**config.mk**
```make
export PLATFORM = sky130hd
export DESIGN_NAME = dmem_arbiter
export DESIGN_NICKNAME = d
export VERILOG_FILES = /design/src/rtl/dmem_arbiter.sv
export SDC_FILE = /design/constraint.sdc
export NUM_CORES = 1
export LEC_CHECK = 0
export BUFFER_PORTS_ARGS = -buffer_cell sky130_fd_sc_hd__buf_2
export CAP_MARGIN = 25
export CORE_AREA = 3 3 115 117
export CTS_BUF_LIST = sky130_fd_sc_hd__clkbuf_2
export DETAILED_ROUTE_END_ITERATION = 8
export DIE_AREA = 0 0 118 120
export GPL_TIMING_DRIVEN = 1
export SYNTH_ARGS = -nofsm -noshare
export SYNTH_HDL_FRONTEND = slang
export SYNTH_SLANG_ARGS = --single-unit
```
**constraint.sdc**
```tcl
create_clock -name clock -period 2.8 [get_ports clock]
set_clock_uncertainty 0.1 [all_clocks]
set_input_delay 0.28 -clock clock [delete_from_list [all_inputs] [get_ports clock]]
set_output_delay 0.28 -clock clock [all_outputs]
set_load 0.02 [all_outputs]
```
**src/rtl/dmem_arbiter.sv**
```systemverilog
// Two-requester round-robin arbiter in front of a single-port data memory.
// One access at a time: IDLE -> ACCESS -> RESP, with registered read data per requester.
module dmem_arbiter #(
    parameter int DATA_WIDTH = 32,
    parameter int ADDR_BITS  = 5
) (
    input  logic                  clock,
    input  logic                  reset_n,

    input  logic                  req0,
    input  logic                  we0,
    input  logic [31:0]           addr0,
    input  logic [DATA_WIDTH-1:0] wdata0,
    output logic                  ack0,
    output logic [DATA_WIDTH-1:0] rdata0,

    input  logic                  req1,
    input  logic                  we1,
    input  logic [31:0]           addr1,
    input  logic [DATA_WIDTH-1:0] wdata1,
    output logic                  ack1,
    output logic [DATA_WIDTH-1:0] rdata1,

    output logic [31:0]           mem_addr,
    output logic [DATA_WIDTH-1:0] mem_wdata,
    output logic                  mem_write,
    input  logic [DATA_WIDTH-1:0] mem_rdata,

    output logic                  busy,
    output logic                  grant_id
);

    typedef enum logic [1:0] {
        S_IDLE   = 2'd0,
        S_ACCESS = 2'd1,
        S_RESP   = 2'd2
    } state_t;

    state_t                state_q, state_d;
    logic                  gnt_q, gnt_d;
    logic                  last_gnt_q, last_gnt_d;
    logic                  ack0_q, ack0_d;
    logic                  ack1_q, ack1_d;
    logic [DATA_WIDTH-1:0] rdata0_q, rdata0_d;
    logic [DATA_WIDTH-1:0] rdata1_q, rdata1_d;

    // Signals of the requester currently granted.
    logic                  we_g;
    logic [ADDR_BITS-1:0]  addr_g;
    logic [DATA_WIDTH-1:0] wdata_g;
    logic                  req_other;

    assign we_g      = gnt_q ? we1 : we0;
    assign addr_g    = gnt_q ? addr1[ADDR_BITS-1:0] : addr0[ADDR_BITS-1:0];
    assign wdata_g   = gnt_q ? wdata1 : wdata0;
    assign req_other = gnt_q ? req0 : req1;

    // Address bits above ADDR_BITS are deliberately ignored (aliasing).
    logic unused_addr_bits;
    assign unused_addr_bits = ^{addr0[31:ADDR_BITS], addr1[31:ADDR_BITS]};

    // NOTE: every variable gets a default first so no path leaves it unassigned (no latches).
    always_comb begin
        state_d    = state_q;
        gnt_d      = gnt_q;
        last_gnt_d = last_gnt_q;
        ack0_d     = 1'b0;
        ack1_d     = 1'b0;
        rdata0_d   = rdata0_q;
        rdata1_d   = rdata1_q;
        mem_addr   = '0;
        mem_wdata  = '0;
        mem_write  = 1'b0;

        case (state_q)
            S_IDLE: begin
                if (req0 || req1) begin
                    state_d = S_ACCESS;
                    gnt_d   = (req0 && req1) ? ~last_gnt_q : req1;
                end
            end
            S_ACCESS: begin
                mem_addr   = {{(32-ADDR_BITS){1'b0}}, addr_g};
                mem_wdata  = wdata_g;
                mem_write  = we_g;
                last_gnt_d = gnt_q;
                state_d    = S_RESP;
                if (gnt_q) begin
                    ack1_d = 1'b1;
                    if (!we_g) rdata1_d = mem_rdata;
                end else begin
                    ack0_d = 1'b1;
                    if (!we_g) rdata0_d = mem_rdata;
                end
            end
            S_RESP: begin
                // The requester just acked is ignored here, which gives strict alternation.
                if (req_other) begin
                    gnt_d   = ~gnt_q;
                    state_d = S_ACCESS;
                end else begin
                    state_d = S_IDLE;
                end
            end
            default: state_d = S_IDLE;
        endcase
    end

    // NOTE: sequential state uses non-blocking assignments so all registers update together.
    always_ff @(posedge clock or negedge reset_n) begin
        if (!reset_n) begin
            state_q    <= S_IDLE;
            gnt_q      <= 1'b0;
            last_gnt_q <= 1'b1;
            ack0_q     <= 1'b0;
            ack1_q     <= 1'b0;
            rdata0_q   <= '0;
            rdata1_q   <= '0;
        end else begin
            state_q    <= state_d;
            gnt_q      <= gnt_d;
            last_gnt_q <= last_gnt_d;
            ack0_q     <= ack0_d;
            ack1_q     <= ack1_d;
            rdata0_q   <= rdata0_d;
            rdata1_q   <= rdata1_d;
        end
    end

    assign ack0     = ack0_q;
    assign ack1     = ack1_q;
    assign rdata0   = rdata0_q;
    assign rdata1   = rdata1_q;
    assign busy     = (state_q != S_IDLE);
    assign grant_id = gnt_q;

endmodule

```
# == After elaboration in Yosys (flattened, before gate mapping) ==
# Index checks and enable logic that the tools add are counted.
# totals
register_bits,70
latchBits,0
ramBits,0
mem_bits_ro,0
input_bits,166
wordCells,40
memories,0
# classes
addsub,0
mul,0
div,0
order_cmp,0
n_eq_ne,4
shift,0
muxes,18
n_bitwise,3
reduce_logical,8
# ops
cell,count
$mux 32,2
$mux 1,11
$mux 5,2
$reduce_and 3->1,3
$pmux 2 s3,1
$ne 2x2->1 const B,2
$reduce_bool 2->1,2
$not 1->1,3
$eq 2x1->1 const B,1
$eq 2x2->1 const B,1
$logic_not 2->1,1
$mux 2,1
$pmux 1 s2,1
$logic_and 1x1->1,1
$logic_or 1x1->1,1

# == Longest topological paths before layout ==
# Gate-level depths: netlist of run 1.
# logic_depth
word_depth,4
mapped_depth,5

# == Worst setup path after synthesis of run 1 ==
# No wires, ideal clock.
# synth_path
path_type,register to register
from,"register gnt_q, in the netlist grant_id"
to,"register rdata1_q[10], in the netlist rdata1[10]"
setup_ns,0.125
t_arrival_ns,1.484
required_ns,2.575
path_slack_ns,1.091
stages_incl_launch_ff,6
n_path_buf,2
cell_sequence,dfrtp_1 buf_2 nand3b_1 nor2_2 buf_4 mux2_2
# synth_via
elab_chain_len,3
# synth_lines
item,line_no,rtl
"start, declared",40,"logic gnt_q, gnt_d;"
"start signal, assigned",121,gnt_q <= gnt_d;
$mux 1,53,assign we_g = gnt_q ? we1 : we0;
$not 1->1 (no source line),-,
$reduce_and 3->1 (no source line) (*),-,
"end signal, assigned",126,rdata1_q <= rdata1_d;
"end, declared",45,"logic [DATA_WIDTH-1:0] rdata1_q, rdata1_d;"
# Every way passes the cells marked *; elsewhere a longest branch is shown, timed or not.
# A chain may end at the register's enable or synchronous reset.

# == Final worst setup path of run 1 ==
# layout_path
from,"register gnt_q, in the netlist grant_id"
to,output mem_wdata[30]
# layout_via
elab_chain_len,2
# layout_lines
item,line_no,rtl
$mux 32,55,assign wdata_g = gnt_q ? wdata1 : wdata0;
$mux 32,75,case (state_q)
"end, declared",25,"output logic [DATA_WIDTH-1:0] mem_wdata,"
# Every way passes these cells.

==> results of run 1 <==
area by class of cell:
class	instances	area share, %
Clock buffer	11	1.089
Antenna cell	1	0.04949
Inverter	3	0.2227
Timing Repair Buffer	259	29.99
Multi-Input combinational cell	183	28.71
Sequential cell	70	34.69
Tap cell	172	4.256
Clock inverter	5	0.9899
worst paths after layout:
check                           cells after the start            end  slack (ps)  startpoint
worst max-delay path                                4  mem_wdata[30]         450    grant_id
worst min-delay path                                4     rdata0[10]         280         we0
worst max register to register                      5       grant_id         760    grant_id
worst min register to register                      2     last_gnt_q         380  last_gnt_q
max in group asynchronous                           3      rdata0[0]        1600     reset_n
min in group asynchronous                           2      rdata0[6]         300     reset_n
synth_stat cells (all sizes together):
cell / count
a21oi: 1
mux2: 64
nand2b: 2
nand3: 1
buf: 39
clkbuf: 4
mux2i: 39
dfstp: 1
nor2: 41
inv: 3
nand3b: 1
a211oi: 1
a31oi: 1
conb: 1
nand2: 3
nor3: 1
dfrtp: 69
or2: 1
stage by stage:
| stage | power [mW] | instances | hold slack (ps) | utilization (%) | area, sq um |
|---|---|---|---|---|---|
| 2_1_floorplan | 3.876 | 299 | -115.6 | - | 3515 |
| 3_3_place_gp | 4.793 | 651 | 279.5 | 36.81 | 4588 |
| 3_5_place_dp | 4.864 | 651 | 295.5 | 36.81 | 4588 |
| 4_1_cts | 5.482 | 703 | 194.0 | 40.54 | 5054 |
| 5_1_grt | 5.762 | 703 | 205.7 | 40.54 | 5054 |
| 6_report | 5.391 | 704 | 280.3 | 40.56 | 5056 |
layer usage:
metal  global-route usage [%]  vias to the layer above  wire [microns]
met2                    24.40                      149            4914
met1                    14.95                     1326            3670
met3                    3.205                        9             633
met4                    4.176                        0             105
li1                         -                     1381               -
met5                        0                        -               0
worst max-delay path, delay by kind of cell (launching register included):
family	cells	cell delay, ps
mux	1	270
buf+inv	2	710
simple gates	1	60
flops	1	450
cell usage in the layout, fill, tap and decap left out, types with 4 or more instances in the layout:
cell type	instances
clkbuf_2	11
buf_4	4
buf_2	217
mux2i_1	39
dlygate4sd3_1	36
conb_1	27
nor2_1	40
dfrtp_1	68
mux2_2	61
registers in the layout, indices dropped and copies added (netlist names):
register and count:
ack1 1, last_gnt_q 1, state_q 2, rdata1 32
ack0 1, rdata0 32, grant_id 1
power by group:
part / internal [mW] / switching, mW
registers: 1.52 / 0.259
clock network: 0.207 / 0.342
logic: 1.27 / 1.80
cells by family (layout without fill, tap and decap cells):
family,after synthesis,in the layout,share of synthesized area (%)
flip-flops,70,70,51.30
buffers and inverters,46,278,9.227
other,1,28,0.1097
AO/OA/AOI/OAI,3,3,0.5493
multiplexers,103,103,32.52
AND/OR/NAND/NOR,50,50,6.298
==> results.py, run 1 <==
metrics = {
    "outcome": {
        "status": "complete, no violations",
    },
    "routing": {
        "viasPerCell": 4.070,
        "final_antenna_net_count": 0,
        "drt_first_pass_iters": 3,
        "dr.first_iter.drc_count": 64,
        "vias": 2865,
        "post_drt_wl_per_cell_microns": 13.24,
        "wirelength_microns": 9324,
        "drc_errors": 0,
    },
    "placement": {
        "port_buffers": 217,
        "gp_congestion": 0.7741,
        "pre_cts_ws_ps": 906.5,
        "dp_hpwl_microns": 6971,
    },
    "cts": {
        "clkSinkCount": 70,
        "hold_buffers": 36,
        "cts_resized": 0,
        "path_clk_slew_ps": 190,
        "htreeDepth": 3,
        "cts_tree": "done",
        "cts_buffers": 9,
        "clk_latency_ps": 470,
        "cts_root_buf": "clkbuf_2",
        "clk_path_buf_depth": 2,
        "postCtsSetupBuffers": 0,
    },
    "setup_path": {
        "worstSetupPathType": "flop to output port",
        "cpMaxStageDelayCell": "buf_4",
        "worstPathRequired_ps": 2420,
        "cp.arrival_ps": 1970,
        "cpPeakStageDelay_ps": 550,
        "critPathCaptureType": "output port",
        "crit_chain": "buf_4 > mux2i_1 > nor2_1 > buf_2",
        "worstPathMaxFanout": 42,
        "start_kind": "flop",
    },
    "timing": {
        "setup_viol": 0,
        "max_freq_mhz": 426.2,
        "rsz0062_at_grt": "false",
        "layout_min_cycle_time_ps": 2346,
        "layout_setup_ws_ps": 453.6,
        "fin_crit_sh_pct": 83.80,
        "finalSetupTns_ps": 0,
        "worst_pin_slew_ps": 762.8,
        "slew_violations": 0,
        "relSlewSlack_pct": 49.14,
        "hold_viol": 0,
    },
    "synthesis": {
        "syn_area_sq_um": 3417,
        "synth_cells": 273,
        "yosys_register_bits": 70,
        "seq_area_frac_synth_pct": 51.30,
        "synthDominantAreaCellType": "dfrtp_1",
        "yosysWarnings": 0,
        "synth.area.top_cells": "dfrtp_1, mux2_2, mux2i_1",
        "syn_avg_cell_area_sq_um": 12.52,
        "netlist.area_leader.share_pct": 50.53,
        "synth_cell_types": 22,
    },
    "hold_path": {
        "hp-class": "input port to flop",
    },
    "pwr": {
        "p_leak_nw": 2.703,
        "power_density_nw_per_um2": 1066,
        "vdd_ir_drop_max_uv": 482.2,
    },
    "layout": {
        "nets": 692,
        "register_area_sq_um": 1754,
        "multiInputGateArea_sq_um": 1451,
        "areaGrowthSynthToFinish_pct": 47.97,
        "fill_cells": 1226,
        "drive_above_1_share_pct": 57.06,
    },
    "floorplan": {
        "core_sq_um": 12470,
        "die_h_microns": 120,
        "io_pins": 299,
        "dieArea_sq_um": 14160,
        "start_util_pct": 27.41,
        "rows": 41,
        "die_x_microns": 118,
    },
    "global_route": {
        "grt_max_degree": 43,
        "grt_pass1_wl_microns": 14940,
        "antenna_found_initial": 0,
        "grt_remaining_overflow": 0,
        "grtUsageTotal_pct": 13.19,
        "grt_pass1_vias": 2972,
    },
    "run": {
        "max_cap_viol_count": 0,
    },
}
Note: power is estimated with default switching activity, not from simulation.
==> inputs of run 2 (changes only) <==
--- a/config.mk
+++ b/config.mk
@@ -7,10 +7,10 @@
 export LEC_CHECK = 0
 export BUFFER_PORTS_ARGS = -buffer_cell sky130_fd_sc_hd__buf_2
 export CAP_MARGIN = 25
-export CORE_AREA = 3 3 115 117
+export CORE_AREA = 3 3 116 118
 export CTS_BUF_LIST = sky130_fd_sc_hd__clkbuf_2
 export DETAILED_ROUTE_END_ITERATION = 8
-export DIE_AREA = 0 0 118 120
+export DIE_AREA = 0 0 119 121
 export GPL_TIMING_DRIVEN = 1
 export SYNTH_ARGS = -nofsm -noshare
 export SYNTH_HDL_FRONTEND = slang
==> constraint.sdc (replaced) <==
create_clock -name clock -period 2.12 [get_ports clock]
set_clock_uncertainty 0.1 [all_clocks]
set_input_delay 0.212 -clock clock [delete_from_list [all_inputs] [get_ports clock]]
set_output_delay 0.212 -clock clock [all_outputs]
set_load 0.02 [all_outputs]
==> run 2 against run 1 <==
  * First-iteration DRC count grew 56%
  * Combinational power up 40%
  * Sequential cell count unchanged
  * Clock power rose by 79%
  * Critical endpoint is now mem_wdata[28]
==> results.py, run 2 (synthesized netlist as in run 1, its figures left out) <==
metrics = {
    "outcome": {
        "status": "complete, no violations",
    },
    "layout": {
        "finalInstanceArea_sq_um": 5215,
        "final_common_cell": "buf_2",
        "multiInputGateArea_sq_um": 1466,
        "final_util_pct": 41.49,
        "instances_no_fill": 705,
        "register_area_sq_um": 1754,
        "n_antenna_cell": 0,
        "areaGrowthSynthToFinish_pct": 52.62,
        "nets": 695,
        "drive_above_1_share_pct": 57.97,
        "final_cell_mix": "buf_2, dfrtp_1, mux2_2, nor2_1",
        "fill_cells": 1225,
    },
    "timing": {
        "max_freq_mhz": 515.4,
        "fin_crit_sh_pct": 91.52,
        "rsz0062_at_grt": "true",
        "hold_viol": 0,
        "finalSetupTns_ps": 0,
        "layout_min_cycle_time_ps": 1940,
        "setup_viol": 0,
        "slew_violations": 0,
    },
    "setup_path": {
        "critPathCaptureType": "output port",
        "cpMaxStageDelayCell": "dfrtp_2",
        "crit_chain": "buf_12 > mux2i_1 > nor2_1 > buf_2",
        "worstPathRequired_ps": 1810,
        "r2r_setup_slack_ps": 340,
        "r2r-start": "grant_id",
        "worstSetupPathType": "flop to output port",
        "worstPathMaxFanout": 21,
        "startpoint": "grant_id",
        "cpPeakStageDelay_ps": 480,
        "r2r_cells": 5,
        "r2r_end": "rdata1[18]",
        "cp.arrival_ps": 1630,
        "start_kind": "flop",
    },
    "routing": {
        "final_antenna_net_count": 0,
        "viasPerCell": 4.196,
        "vias": 2958,
        "dr.first_iter.drc_count": 100,
        "post_drt_wl_per_cell_microns": 13.46,
        "drt_first_pass_iters": 4,
        "wirelength_microns": 9490,
        "drc_errors": 0,
    },
    "cts": {
        "cts_buffers": 9,
        "clk_path_buf_depth": 2,
        "cts_root_buf": "clkbuf_2",
        "clk_latency_ps": 460,
        "clkSinkCount": 70,
        "cts_tree": "done",
        "path_clk_slew_ps": 200,
        "htreeDepth": 3,
    },
    "pwr": {
        "power_density_nw_per_um2": 1458,
        "vdd_ir_drop_max_uv": 577.1,
        "power.share.switching_pct": 42.96,
        "p_leak_nw": 2.760,
        "comb_power_share_pct": 56.1,
        "clock_power_share_pct": 12.9,
        "pwr-share-seq_pct": 31.0,
        "power_switching_mw": 3.266,
        "finalPower_mw": 7.603,
        "intPower_mw": 4.337,
    },
    "floorplan": {
        "start_util_pct": 27.19,
        "core_sq_um": 12570,
        "dieArea_sq_um": 14400,
        "die_x_microns": 119,
        "die_h_microns": 121,
        "io_pins": 299,
        "rows": 41,
    },
    "placement": {
        "gp_congestion": 0.7143,
        "dp_hpwl_microns": 6762,
        "postPlaceCellArea_sq_um": 4606,
        "port_buffers": 217,
        "dp_cells": 650,
    },
    "global_route": {
        "grt_max_degree": 71,
        "grt_pass1_vias": 3029,
        "antenna_found_initial": 0,
        "grt_pass1_wl_microns": 15070,
        "grtUsageTotal_pct": 12.99,
        "grt_remaining_overflow": 0,
    },
    "hold_path": {
        "hp-class": "input port to asynchronous set/reset pin",
    },
    "run": {
        "max_cap_viol_count": 0,
    },
}
## run 2: critical path, delay by kind of cell, from the launching register on
kind	cells	cell delay (ps)
DFF	1	480
buffers and inverters	2	360
muxes	1	250
and+or+nand+nor	1	50
## run 2: worst max path at each step
stage	endpoint	slack, ps	cells after the start
finish	mem_wdata[28]	180	4
global route	mem_wdata[28]	-1	4
CTS	mem_wdata[17]	2	4
detailed placement	rdata0[25]	440	4
global placement	rdata0[30]	450	4
floorplan	rdata1[10]	410	5
## run 2: through the flow
| step | hold slack, ps | setup WS (ps) |
|---|---|---|
| after detailed placement | 172.9 | 436.1 |
| after CTS | 84.62 | 1.972 |
| after floorplan | -183.6 | 411.1 |
| after global placement | 160.9 | 448.9 |
| after global routing | 104.0 | -1.309 |
| final | 162.9 | 179.8 |
## run 2: layout make-up
cell class	instances	area share (%)
Timing Repair Buffer	262	30.90
Clock inverter	6	2.135
Tap cell	172	4.127
Multi-Input combinational cell	183	28.12
Inverter	3	0.2159
Sequential cell	70	33.64
Clock buffer	9	0.8637
## run 2: per-layer routing
layer,GRT usage (%),vias up,part of all wire (%)
met3,3.357,8,6.8
li1,-,1385,-
met5,0,-,0
met4,3.983,0,1.3
met2,24.87,146,54
met1,13.87,1419,37
## run 2: timing repair
item / in CTS / in global routing
endpoints found under the setup margin: 38 / 38
endpoints found under the hold margin: 136 / 0
setup buffers: 1 / 1
cloned: 1 / 0
hold buffers: 37 / 0
gates resized for setup: 1 / 13
## run 2: power groups by stage
stage	Combinational, mW	Sequential, mW	Clock [mW]
3_3_place_gp	4.03	2.36	0
3_5_place_dp	4.08	2.39	0
2_1_floorplan	1.95	3.17	0
4_1_cts	4.27	2.35	1.05
5_1_grt	4.55	2.46	1.10
6_report	4.27	2.36	0.980
